### config.mk
export PLATFORM = sky130hd
export DESIGN_NAME = stage1_delay_difference
export DESIGN_NICKNAME = d
export VERILOG_FILES = /design/src/rtl/stage1_delay_difference.sv
export SDC_FILE = /design/constraint.sdc
export NUM_CORES = 1
export LEC_CHECK = 0
export CAP_MARGIN = 20
export CORE_UTILIZATION = 45
export CTS_BUF_LIST = sky130_fd_sc_hd__clkbuf_2
export CTS_CLUSTER_SIZE = 30
export DETAILED_ROUTE_END_ITERATION = 10
export SYNTH_ARGS = -nofsm -noshare
export SYNTH_HDL_FRONTEND = slang
export SYNTH_SLANG_ARGS = --single-unit
### constraint.sdc
create_clock -name SYS_CLK -period 6.1 [get_ports SYS_CLK]
set_input_delay 0.915 -clock SYS_CLK [delete_from_list [all_inputs] [get_ports SYS_CLK]]
set_output_delay 0.915 -clock SYS_CLK [all_outputs]
set_load 0.005 [all_outputs]
### src/rtl/stage1_delay_difference.sv
// First stage of a delay-difference (trapezoidal-shaper style) filter:
// d(n) = x(n) - x(n-k) - x(n-l) + x(n-k-l) over a circular sample buffer, two-cycle pipeline.
module stage1_delay_difference #(
  parameter int DATA_W = 14,
  parameter int OUT_W  = 22,
  parameter int DEPTH  = 64
) (
  input  logic              SYS_CLK,
  input  logic              RESET,
  input  logic [DATA_W-1:0] DATAIN,
  input  logic              DATAIN_VALID,
  input  logic [5:0]        K_LEN,
  input  logic [5:0]        L_LEN,
  input  logic              CFG_LOAD,
  output logic [OUT_W-1:0]  DATAOUT,
  output logic              DATAOUT_VALID,
  output logic              RUN,
  output logic              CFG_ERR
);

  localparam int AW    = $clog2(DEPTH);
  localparam int SUM_W = DATA_W + 2;

  typedef enum logic [1:0] {
    S_IDLE = 2'd0,
    S_FILL = 2'd1,
    S_RUN  = 2'd2,
    S_ERR  = 2'd3
  } state_t;

  state_t state;

  logic [5:0]    k_len;
  logic [5:0]    l_len;
  logic [6:0]    kl_sum;
  logic [6:0]    fill_cnt;
  logic [AW-1:0] wptr;

  logic signed [DATA_W-1:0] mem [DEPTH];

  logic [AW-1:0] addr_k;
  logic [AW-1:0] addr_l;
  logic [AW-1:0] addr_kl;

  logic signed [DATA_W-1:0] tap_k;
  logic signed [DATA_W-1:0] tap_l;
  logic signed [DATA_W-1:0] tap_kl;

  logic signed [DATA_W-1:0] s1_x;
  logic signed [DATA_W-1:0] s1_xk;
  logic signed [DATA_W-1:0] s1_xl;
  logic signed [DATA_W-1:0] s1_xkl;
  logic                     s1_valid;

  logic signed [SUM_W-1:0]  diff;
  logic [OUT_W-1:0]         diff_ext;

  logic [6:0] cfg_sum;
  logic       cfg_ok;
  logic       accept;
  logic       fill_done_next;

  function automatic logic signed [SUM_W-1:0] sext(input logic signed [DATA_W-1:0] v);
    return {{(SUM_W-DATA_W){v[DATA_W-1]}}, v};
  endfunction

  assign kl_sum  = {1'b0, k_len} + {1'b0, l_len};
  assign cfg_sum = {1'b0, K_LEN} + {1'b0, L_LEN};
  assign cfg_ok  = (K_LEN != 6'd0) && (K_LEN <= L_LEN) && (32'(cfg_sum) <= DEPTH - 1);

  // A sample is taken only when neither reset nor a config load claims the cycle.
  assign accept         = DATAIN_VALID && !CFG_LOAD && (state != S_ERR);
  assign fill_done_next = (fill_cnt + 7'd1) >= kl_sum;

  // Taps never collide with the write slot because k+l < DEPTH.
  assign addr_k  = wptr - AW'(k_len);
  assign addr_l  = wptr - AW'(l_len);
  assign addr_kl = wptr - AW'(kl_sum);

  // History older than the samples stored since restart reads as zero.
  assign tap_k  = (fill_cnt >= {1'b0, k_len}) ? mem[addr_k]  : '0;
  assign tap_l  = (fill_cnt >= {1'b0, l_len}) ? mem[addr_l]  : '0;
  assign tap_kl = (fill_cnt >= kl_sum)        ? mem[addr_kl] : '0;

  assign diff     = sext(s1_x) - sext(s1_xk) - sext(s1_xl) + sext(s1_xkl);
  assign diff_ext = {{(OUT_W-SUM_W){diff[SUM_W-1]}}, diff};

  // NOTE: the sample buffer and stage-1 data carry no reset; the fill mask
  // already hides stale contents, and leaving them unreset keeps the buffer in plain RAM.
  always_ff @(posedge SYS_CLK) begin
    if (accept && !RESET) begin
      mem[wptr] <= DATAIN;
      s1_x      <= DATAIN;
      s1_xk     <= tap_k;
      s1_xl     <= tap_l;
      s1_xkl    <= tap_kl;
    end
  end

  // NOTE: all state here uses non-blocking assignments so every register
  // samples the pre-edge values regardless of statement order.
  always_ff @(posedge SYS_CLK) begin
    if (RESET) begin
      state         <= S_IDLE;
      k_len         <= 6'd8;
      l_len         <= 6'd16;
      wptr          <= '0;
      fill_cnt      <= '0;
      s1_valid      <= 1'b0;
      DATAOUT       <= '0;
      DATAOUT_VALID <= 1'b0;
      RUN           <= 1'b0;
      CFG_ERR       <= 1'b0;
    end else if (CFG_LOAD) begin
      s1_valid      <= 1'b0;
      DATAOUT_VALID <= 1'b0;
      RUN           <= 1'b0;
      if (cfg_ok) begin
        k_len    <= K_LEN;
        l_len    <= L_LEN;
        wptr     <= '0;
        fill_cnt <= '0;
        state    <= S_IDLE;
        CFG_ERR  <= 1'b0;
      end else begin
        state   <= S_ERR;
        CFG_ERR <= 1'b1;
      end
    end else begin
      s1_valid      <= accept;
      DATAOUT_VALID <= s1_valid;
      if (s1_valid) begin
        DATAOUT <= diff_ext;
      end
      if (accept) begin
        wptr <= wptr + AW'(1);
        if (fill_cnt < kl_sum) begin
          fill_cnt <= fill_cnt + 7'd1;
        end
        case (state)
          S_IDLE, S_FILL: begin
            if (fill_done_next) begin
              state <= S_RUN;
              RUN   <= 1'b1;
            end else begin
              state <= S_FILL;
            end
          end
          default: ;
        endcase
      end
    end
  end

endmodule
==> results by stage <==
Status:
- The run finished with clean final reports.

Clock network:
- The source-to-sink clock delay at the later pin of the worst-skew pair is 1640 ps.
- TritonCTS built the clock tree.
- The clock slew seen by the registers of the worst setup and hold paths is 100 ps.
- The H-tree was split into 5 levels.
- Clock tree synthesis selected as its root buffer the cell sky130_fd_sc_hd__clkbuf_2.
- The number of buffers added to fix hold violations after cts is 31.
- The post-cts gate resize count is 0.
- For this design, the sink count on the clock tree is 999.
- The clock passes through at most 4 buffers.
- Post-CTS timing repair inserted 0 buffers for setup.
- In this run, CTS created clock tree buffers numbering 279.

Logic synthesis:
- The fraction of synthesis flops using an asynchronous set or reset pin is 0.
- The synthesis warning total is 0.
- The count of distinct cell types in the synthesized netlist is 60.
- The share of the Yosys chip area taken by registers is 0.533.
- Each instance of the synthesized netlist takes up on average 18.4 µm².
- The register bit count reported by yosys is 999.
- The number of nets produced by synthesis is 3,152.
- The leading register cell type out of synthesis is sky130_fd_sc_hd__edfxtp_1.
- The total standard cell area after synthesis is 55,400 µm².
- Synthesis produced a netlist whose cell count is 3,016.
- The number of enable-type register cells in the synthesized netlist is 952.

Timing:
- Setup repair after global routing left no endpoint under its margin.
- The worst setup margin is 771 ps.
- For the final routed database, the setup TNS stands at 0 ps.
- The total count of max-transition violations in the final report is 0.
- Of the available clock period, the critical path in the final layout requires 0.874.
- The highest clock frequency the design can meet is 188 MHz.
- Setup violations remaining at the end of the flow were counted as 0.
- The count of endpoints failing hold in the final timing report is 0.
- Subtracting the final worst setup slack from the clock period gives 5330 ps.
- The worst-case clock skew is 122 ps.
- The worst pin sits at a relative slew slack of 0.172.
- Across all hold checks on the routed design, the worst slack comes to 464 ps.
- The transition time at the pin with the least slew margin is 1230 ps.

Floorplan:
- The area of the core is 122,000 µm².
- Pin placement for this block handled 55 I/O pins.
- Measured along the y axis, the die boundary spans 353 µm.
- The overall die width is 353 µm.
- The number of rows in the core area is 128.
- The full die area is 125,000 µm².
- The initial cell density of the core is 0.454.

Critical path:
- The kind of end point of the critical path is a flip-flop.
- Data on the critical path is required at its endpoint by 7430 ps.
- STA puts the critical path data arrival time at 6660 ps.
- STA classifies the critical path startpoint as a flip-flop.
- The type of the worst setup path is flip-flop to flip-flop.
- The maximum fanout encountered on the critical timing path is 58.

Pwr:
- The maximum resistive drop on vdd is 0.176 mV.
- In this run the static leakage power is 20.6 nW.
- For this design the ratio of total power to cell area is 298 nW/µm².

Drt:
- The average wire length per cell after detail routing is 36.9 µm.
- The violation count after the first detailed-route iteration is 4,784.
- For this block, the via count after detailed routing is 35,400.
- The number of design rule violations left after detail routing is 0.
- The detailed-route wire length is 189,000 µm.
- Using the TritonRoute via totals, the vias-per-cell ratio works out to 6.92.
- The pre-antenna-repair detailed-routing pass consisted of 5 iterations.
- The count of nets left with antenna violations once routing finished came out at 0.

GRT:
- The global routing usage summed across all routing layers is 0.304.
- The via count of the first global-routing pass is 35,700.
- The first global-routing pass estimated 266,000 µm of wire.
- Entering global routing, the biggest net connects 86 pins.
- The number of antenna violations at the first check in global routing is 8.
- The total grt overflow is 0.

Layout:
- Relative to the synthesized area, the layout overhead comes to 11.0%.
- After the last flow step, the layout net total stands at 3,442.
- After filler insertion, the fill cell instance count of the layout stands at 10,100.
- The share of layout cells above drive strength 1 is 0.415.

Placed design:
- The setup slack at placement is 1000 ps.
- The number of buffer cells added on primary ports is 54.
- Detailed placement ended at an HPWL of 119,000 µm.
- Routability-driven placement finished with a final weighted congestion of 0.938.

Job:
- The number of max-cap violations is 0.

Min path:
- The tightest min-delay check is of the flip-flop to flip-flop type.
## critical path, stage by stage, from the launching register on
cell and delay (ps):
sky130_fd_sc_hd__dfxtp_1 450, sky130_fd_sc_hd__ha_1 230, sky130_fd_sc_hd__inv_1 60, sky130_fd_sc_hd__fa_1 590, sky130_fd_sc_hd__inv_1 80, sky130_fd_sc_hd__fa_4 1060, sky130_fd_sc_hd__buf_12 370, sky130_fd_sc_hd__mux4_2 360
sky130_fd_sc_hd__nor2b_1 140, sky130_fd_sc_hd__a211oi_1 780, sky130_fd_sc_hd__a211oi_1 380, sky130_fd_sc_hd__a211oi_1 340, sky130_fd_sc_hd__a311oi_1 80
## worst paths after layout
kind / start / end / slack [ps] / cells after the start
worst min register to register: DATAOUT[3] / DATAOUT[3] / 460 / 2
worst min-delay path: DATAOUT[3] / DATAOUT[3] / 460 / 2
worst max-delay path: l_len[0] / s1_xkl[10] / 770 / 12
worst max register to register: l_len[0] / s1_xkl[10] / 770 / 12
## logic make-up after synthesis
kind of cell / Yosys count / synth area share
mux: 872 / 0.334
compound gates: 333 / 0.0410
fa+ha+maj: 108 / 0.0289
flops: 999 / 0.533
buf+inv: 353 / 0.0282
xor+xnor: 40 / 0.00646
simple gates: 311 / 0.0283
## cells in the final DEF, fill, tap and decap left out, types with 12 or more instances in the layout
| master | instances |
|---|---|
| sky130_fd_sc_hd__clkdlybuf4s50_1 | 40 |
| sky130_fd_sc_hd__edfxtp_1 | 952 |
| sky130_fd_sc_hd__buf_12 | 31 |
| sky130_fd_sc_hd__a211o_1 | 14 |
| sky130_fd_sc_hd__clkbuf_2 | 375 |
| sky130_fd_sc_hd__xor2_1 | 12 |
| sky130_fd_sc_hd__nor2_2 | 40 |
| sky130_fd_sc_hd__fa_1 | 31 |
| sky130_fd_sc_hd__dfxtp_1 | 47 |
| sky130_fd_sc_hd__a21oi_1 | 72 |
| sky130_fd_sc_hd__a311oi_1 | 14 |
| sky130_fd_sc_hd__buf_4 | 140 |
| sky130_fd_sc_hd__clkinv_2 | 17 |
| sky130_fd_sc_hd__a21o_1 | 21 |
| sky130_fd_sc_hd__dlygate4sd3_1 | 31 |
| sky130_fd_sc_hd__nand2_1 | 60 |
| sky130_fd_sc_hd__nor2_1 | 51 |
| sky130_fd_sc_hd__buf_2 | 13 |
| sky130_fd_sc_hd__mux4_2 | 784 |
| sky130_fd_sc_hd__ha_1 | 69 |
| sky130_fd_sc_hd__clkinv_1 | 58 |
| sky130_fd_sc_hd__nor3_1 | 13 |
| sky130_fd_sc_hd__inv_1 | 98 |
| sky130_fd_sc_hd__o21ai_0 | 32 |
| sky130_fd_sc_hd__mux2i_1 | 88 |
| sky130_fd_sc_hd__xnor2_1 | 16 |
| sky130_fd_sc_hd__nor2b_1 | 95 |
| sky130_fd_sc_hd__a211oi_1 | 146 |
## flip-flops by register name, summed over array words and instances (netlist names)
signal,cells
CFG_ERR,1
DATAOUT,16
DATAOUT_VALID,1
RUN,1
fill_cnt,7
k_len,6
l_len,6
mem,896
s1_valid,1
s1_x,14
s1_xk,14
s1_xkl,14
s1_xl,14
state,2
wptr,6
## power breakdown
group / switching (W) / leakage, nW / internal [W]
clock: 0.00287 / 1.80 / 0.00187
combinational: 0.00358 / 9.84 / 0.00245
sequential: 0.0000265 / 8.99 / 0.00753
total: 0.00647 / 20.6 / 0.0118
## synthesized netlist by cell type, types with 4 or more instances
| master | instances | share of area |
|---|---|---|
| sky130_fd_sc_hd__buf_6 | 5 | 0.0010 |
| sky130_fd_sc_hd__and3_1 | 5 | 0.00056 |
| sky130_fd_sc_hd__clkbuf_1 | 110 | 0.0074 |
| sky130_fd_sc_hd__nand4_1 | 11 | 0.0012 |
| sky130_fd_sc_hd__mux2i_1 | 88 | 0.016 |
| sky130_fd_sc_hd__a21oi_1 | 73 | 0.0066 |
| sky130_fd_sc_hd__buf_4 | 16 | 0.0022 |
| sky130_fd_sc_hd__a31oi_1 | 4 | 0.00045 |
| sky130_fd_sc_hd__nor2b_1 | 95 | 0.011 |
| sky130_fd_sc_hd__a311oi_1 | 14 | 0.0022 |
| sky130_fd_sc_hd__nand3_1 | 9 | 0.00081 |
| sky130_fd_sc_hd__nor2_1 | 92 | 0.0062 |
| sky130_fd_sc_hd__buf_2 | 112 | 0.010 |
| sky130_fd_sc_hd__o21ai_1 | 4 | 0.00036 |
| sky130_fd_sc_hd__mux4_2 | 784 | 0.32 |
| sky130_fd_sc_hd__xor2_1 | 13 | 0.0021 |
| sky130_fd_sc_hd__inv_1 | 98 | 0.0066 |
| sky130_fd_sc_hd__nand2b_1 | 8 | 0.00090 |
| sky130_fd_sc_hd__nand2_1 | 60 | 0.0041 |
| sky130_fd_sc_hd__xnor2_1 | 26 | 0.0041 |
| sky130_fd_sc_hd__dfxtp_1 | 47 | 0.017 |
| sky130_fd_sc_hd__a211o_1 | 14 | 0.0022 |
| sky130_fd_sc_hd__a21o_1 | 21 | 0.0028 |
| sky130_fd_sc_hd__o21ai_0 | 32 | 0.0029 |
| sky130_fd_sc_hd__edfxtp_1 | 952 | 0.52 |
| sky130_fd_sc_hd__nor3_1 | 13 | 0.0012 |
| sky130_fd_sc_hd__ha_1 | 72 | 0.016 |
| sky130_fd_sc_hd__fa_1 | 34 | 0.012 |
| sky130_fd_sc_hd__buf_1 | 11 | 0.00074 |
| sky130_fd_sc_hd__a211oi_1 | 148 | 0.020 |
## metal layers
| metal | vias to the layer above | global-route usage | wire [µm] |
|---|---|---|---|
| met5 | - | 0 | 0 |
| met4 | 0 | 0.148 | 9360 |
| met3 | 403 | 0.110 | 25300 |
| met2 | 2713 | 0.445 | 84900 |
| met1 | 18600 | 0.405 | 69100 |
| li1 | 13700 | - | - |
## metrics by stage
stage | instances | power [W] | cell area [µm²] | util
finish | 5117 | 0.0183 | 61500 | 0.504
global route | 5112 | 0.0189 | 61500 | 0.504
CTS | 5106 | 0.0183 | 61500 | 0.504
detailed placement | 4618 | 0.0136 | 58900 | 0.482
global placement | 4609 | 0.0136 | 58700 | 0.481
floorplan | 3016 | 0.0113 | 55400 | -
## area by class of cell
type	count	area, µm²	share of cell area
repair buffers	263	2610	0.0424
diodes	10	25.0	0.000407
clock buffers	375	1880	0.0305
inverters	99	372	0.00604
well taps	1625	2030	0.0330
multi-input cells	1664	24600	0.400
clock inverters	82	460	0.00748
flip-flops and latches	999	29500	0.480
Power figures use the tool's default switching activity.
